--- src/rtl/serv_rf_ram_resp.sv ---
// serv_rf_ram_resp: RAM-side responder owning the SERV SRAM register-file storage.
// Latency: read data is registered, visible one clock after i_ren; writes land at the clock edge.
// Backpressure: none; a read and a write are both accepted every RUN cycle, and o_init_done gates use during the sweep.
//
// After every reset the block sweeps all used words to zero, one word per cycle
// (INIT), then enters RUN and raises o_init_done. RUN is left only by reset.
//
// Ports:
//   i_clk        rising-edge clock
//   i_rst        synchronous active-high reset
//   i_waddr      write word address (aw bits)
//   i_wdata      write data (width bits)
//   i_wen        write strobe (ignored during INIT and for addresses >= depth)
//   i_raddr      read word address (aw bits)
//   i_ren        read strobe; o_rdata holds when low
//   o_rdata      registered read data
//   o_init_done  high once the zero-fill sweep has completed
//
// Build option: define SERV_RF_RAM_BYPASS_EN to return i_wdata on a same-cycle
// read and write to the same in-range, non-x0 word. Without it the read sees
// the old memory word (read-before-write).

module serv_rf_ram_resp #(
  parameter int width    = 8,
  parameter int csr_regs = 4,
  parameter int raw      = $clog2(32 + csr_regs),
  parameter int l2w      = $clog2(width),
  parameter int aw       = 5 + raw - l2w,
  parameter int depth    = (32 + csr_regs) * 32 / width
) (
  input  logic             i_clk,
  input  logic             i_rst,
  input  logic [aw-1:0]    i_waddr,
  input  logic [width-1:0] i_wdata,
  input  logic             i_wen,
  input  logic [aw-1:0]    i_raddr,
  input  logic             i_ren,
  output logic [width-1:0] o_rdata,
  output logic             o_init_done
);

  // Depth as an aw+1 bit constant so range checks compare equal widths.
  localparam logic [aw:0]   depth_c = (aw + 1)'(depth);
  localparam logic [aw-1:0] last_c  = aw'(depth - 1);
  localparam logic [aw-1:0] one_c   = aw'(1);

  typedef enum logic {
    ST_INIT = 1'b0,
    ST_RUN  = 1'b1
  } state_t;

  state_t           state_q, state_d;
  logic [aw-1:0]    icnt_q, icnt_d;
  logic [width-1:0] rdata_q, rdata_d;

  logic [width-1:0] mem_q [depth];

  logic             mem_we;
  logic [aw-1:0]    mem_waddr;
  logic [width-1:0] mem_wdata;

  logic             waddr_in_range;
  logic             raddr_in_range;
  logic             raddr_is_x0;

  assign waddr_in_range = {1'b0, i_waddr} < depth_c;
  assign raddr_in_range = {1'b0, i_raddr} < depth_c;
  // The first 32/width words make up register x0.
  assign raddr_is_x0    = (i_raddr[aw-1:5-l2w] == '0);

  // ---------------------------------------------------------------------------
  // State register
  // ---------------------------------------------------------------------------
  always_ff @(posedge i_clk) begin
    if (i_rst) begin
      state_q <= ST_INIT;
      icnt_q  <= '0;
      rdata_q <= '0;
    end else begin
      state_q <= state_d;
      icnt_q  <= icnt_d;
      rdata_q <= rdata_d;
    end
  end

  // ---------------------------------------------------------------------------
  // Next-state logic: sweep one word per cycle, leave INIT after the last one.
  // ---------------------------------------------------------------------------
  always_comb begin
    state_d = state_q;
    icnt_d  = icnt_q;
    case (state_q)
      ST_INIT: begin
        icnt_d = icnt_q + one_c;
        if (icnt_q == last_c) begin
          state_d = ST_RUN;
        end
      end
      ST_RUN: begin
        state_d = ST_RUN;
      end
      default: begin
        state_d = ST_INIT;
      end
    endcase
  end

  // ---------------------------------------------------------------------------
  // Output / write-port logic
  // ---------------------------------------------------------------------------
  always_comb begin
    o_init_done = 1'b0;
    mem_we      = 1'b0;
    mem_waddr   = i_waddr;
    mem_wdata   = i_wdata;
    case (state_q)
      ST_INIT: begin
        // The sweep owns the write port; external writes are dropped.
        mem_we    = 1'b1;
        mem_waddr = icnt_q;
        mem_wdata = '0;
      end
      ST_RUN: begin
        o_init_done = 1'b1;
        mem_we      = i_wen && waddr_in_range;
      end
      default: begin
        mem_we = 1'b0;
      end
    endcase
    // No storage update on a reset cycle; the following sweep clears it anyway.
    if (i_rst) begin
      mem_we = 1'b0;
    end
  end

  // ---------------------------------------------------------------------------
  // Read data: x0 words and out-of-range addresses read as zero, reads during
  // INIT return zero, otherwise the stored word (or the bypassed write data).
  // ---------------------------------------------------------------------------
  always_comb begin
    rdata_d = rdata_q;
    if (i_ren) begin
      if (state_q != ST_RUN) begin
        rdata_d = '0;
      end else if (raddr_is_x0 || !raddr_in_range) begin
        rdata_d = '0;
      end else begin
        rdata_d = mem_q[i_raddr];
`ifdef SERV_RF_RAM_BYPASS_EN
        if (i_wen && (i_waddr == i_raddr)) begin
          rdata_d = i_wdata;
        end
`endif
      end
    end
  end

  assign o_rdata = rdata_q;

  // ---------------------------------------------------------------------------
  // Storage: plain synchronous write port, no reset on the array itself.
  // ---------------------------------------------------------------------------
  always_ff @(posedge i_clk) begin
    if (mem_we) begin
      mem_q[mem_waddr] <= mem_wdata;
    end
  end

endmodule
--- config.mk ---
export PLATFORM = sky130hd
export DESIGN_NAME = serv_rf_ram_resp
export DESIGN_NICKNAME = d
export VERILOG_FILES = /design/src/rtl/serv_rf_ram_resp.sv
export SDC_FILE = /design/constraint.sdc
export NUM_CORES = 1
export LEC_CHECK = 0
export ABC_CLOCK_PERIOD_IN_PS = 6500
export CAP_MARGIN = 20
export CELL_PAD_IN_SITES_DETAIL_PLACEMENT = 0
export CELL_PAD_IN_SITES_GLOBAL_PLACEMENT = 2
export CORE_MARGIN = 2
export CORE_UTILIZATION = 45
export CTS_CLUSTER_SIZE = 30
export DETAILED_ROUTE_END_ITERATION = 8
export GPL_ROUTABILITY_DRIVEN = 0
export PLACE_DENSITY_LB_ADDON = 0.1
export SYNTH_ARGS = -nofsm -noshare
export SYNTH_HDL_FRONTEND = slang
export SYNTH_SLANG_ARGS = --single-unit
--- constraint.sdc ---
create_clock -name i_clk -period 6.5 [get_ports i_clk]
set_clock_uncertainty 0.05 [all_clocks]
set_input_delay 1.3 -clock i_clk [delete_from_list [all_inputs] [get_ports i_clk]]
set_output_delay 1.3 -clock i_clk [all_outputs]
set_load 0.01 [all_outputs]
==> flow_summary.ini <==
[global_routing]
top_usage_layer = met2
grt_pass1_vias = 22800
grtUsageMet1_pct = 35.1
grt_use_met3_pct = 4.17
grtUsageMet2_pct = 36.3
grt_use_total_pct = 23.6
overflow = 0
antenna_found_initial = 7
grt_first_pass_wirelength_mm = 173
grt_max_degree = 96

[die]
dieWidth_um = 324
rows = 117
die_h_um = 324
start_util_pct = 45.2
core_area_um2 = 102000
die_area_um2 = 105000
ios = 37

[run]
maxCapViolCount = 0

[yosys]
synth-edff-count = 1152
ys_ff_latch = 1169
synth_area_leaders = edfxtp_1 (75%), mux4_2 (13%), mux2i_1 (1.6%), nor2_1 (1.4%), dfxtp_1 (0.74%)
yosysTopAreaCellShare_pct = 75.3
synthTopCellsByCount = edfxtp_1 (1152), mux4_2 (274), nor2_1 (174)
synth_most_common_cell = edfxtp_1
synth_area_leader_cell = edfxtp_1
yosys_warnings = 0
ys.flop_type = edfxtp_1
ys_async_sr_fraction_pct = 0
synth.distinct_cells = 65
netlist_instances = 2194
avgSynthCellArea_um2 = 20.9
synthesis.nets = 2223
syn-cell-area_um2 = 46000
yosysSeqAreaShare_pct = 76.0

[clock_network]
postCtsSetupRepairBufs = 0
cts_tree = yes
cts_resized = 0
clk_latency_ns = 0.70
path_clk_slew_ns = 0.06
cts-buffers-inserted = 119
hold_buffers = 0
clock-sinks = 1169
cts_buffer_depth = 3
cts_max_level = 3
root_buffer = clkbuf_16

[worst_setup_path]
critPathCaptureType = flop
crit_type = input port to flop
cp_data_required_time_ns = 6.75
arrival_ns = 4.43
worstSetupStartpointType = input port
worstPathMaxFanout = 16

[sta]
hold_violations = 0
timing.fmax_mhz = 240
worst_slew_pin_slew_ns = 1.14
fin_setup_tns_ns = 0
slew_viol_final = 0
max_slew_margin_pct = 24.0
grt_setup_unrepaired = false
finalCritPeriodShare_pct = 64.2
min_period_ns = 4.17
setup_viol = 0

[status]
outcome = finished, final reports clean

[detailed_routing]
wl_mm = 122
drc = 0
viasPerCell = 6.00
postRouteAntennaNets = 0
firstDrtPassIters = 6
first_iter_violations = 2388
wire_per_inst_um = 32.4
vias = 22600

[place]
io_buffers = 36
dpl.hpwl_mm = 77.3

[hold_path]
hp-class = flop to flop

[power_and_ir_drop]
powerDensity_nw_per_um2 = 300
p_leak_nw = 16.8
ir_worst_vdd_uv = 321

[layout]
layout.nets = 2328
final_util_pct = 50.8
area_delta_synth_final_pct = 12.2
drive_gt1_share_pct = 23.2
[layer usage]
metal	up-vias	share of wire, %
li1	9365	-
met1	12200	44
met2	798	47
met3	179	6.7
met4	6	2.6
met5	-	0.034
[layout by cell type, fill, tap and decap left out, types with 13 or more instances in the layout]
cell type / instances
mux2i_1: 73
clkbuf_16: 121
clkinv_2: 25
nand2_1: 67
edfxtp_1: 1152
a21oi_1: 18
o221ai_1: 14
o22ai_1: 33
mux4_2: 274
nor3_1: 17
clkbuf_1: 19
clkinvlp_4: 14
clkinv_1: 20
buf_4: 54
nor2_1: 174
clkdlybuf4s50_1: 30
o21ai_0: 22
nand3_1: 31
nor2b_1: 13
dfxtp_1: 16
mux2_2: 20
[worst max-delay path, stage by stage]
cell,delay (ns)
clkdlybuf4s50_1,0.45
nand2b_1,0.17
o32ai_1,0.43
nand2_1,0.91
nor2_1,1.14
[layout make-up]
| cell class | instances | area [µm²] |
|---|---|---|
| fill | 8198 | 50000 |
| sequential | 1169 | 34900 |
| multi-input combinational | 902 | 10200 |
| clock buffer | 140 | 3100 |
| tap | 1368 | 1710 |
| timing repair buffer | 99 | 922 |
| clock inverter | 74 | 707 |
| inverter | 8 | 30.0 |
| antenna | 2 | 5.00 |
[worst paths after layout]
check             start       endpoint  slack (ns)  cells after the start
max          i_waddr[6]   mem_q[11][1]        2.33                      5
min           icnt_q[1]      icnt_q[1]        0.54                      2
max reg2reg     state_q  mem_q[126][4]        2.51                      4
min reg2reg   icnt_q[1]      icnt_q[1]        0.54                      2
[report_power, final]
group | leakage [nW] | internal, mW | switching (mW) | total (mW)
Sequential | 11.3 | 8.16 | 0.00514 | 8.17
Combinational | 3.61 | 0.249 | 0.366 | 0.615
Clock | 1.83 | 3.86 | 2.85 | 6.71
Total | 16.8 | 12.3 | 3.22 | 15.5
[cells by family (layout without fill, tap and decap cells)]
kind of cell    after synthesis  in the layout  share of synthesized area [%]
compound gates              172            172                           2.65
xor+xnor                      6              6                          0.114
fa+ha+maj                     1              1                         0.0272
buf+inv                     123            321                           1.89
flops                      1169           1169                           76.0
mux                         375            375                           16.0
other cells                   0              2                              0
simple gates                348            348                           3.35
[sequential cells by signal (all words and copies together), names as in the netlist]
register  cells
o_rdata       8
icnt_q        8
state_q       1
mem_q      1152
[metrics by stage]
stage                     instance area (µm²)  worst slack (ns)  hold WS [ns]  std cells  power, mW
after floorplan                         46000              2.66         0.458       2194       8.74
after global placement                  47700              1.51         0.510       3540       8.95
after detailed placement                47700              1.55         0.535       3542       8.95
after CTS                               51500              2.25         0.547       3756       15.6
after global routing                    51600              2.03         0.590       3760       15.9
final                                   51600              2.33         0.543       3762       15.5
(Power assumes the default switching activity.)
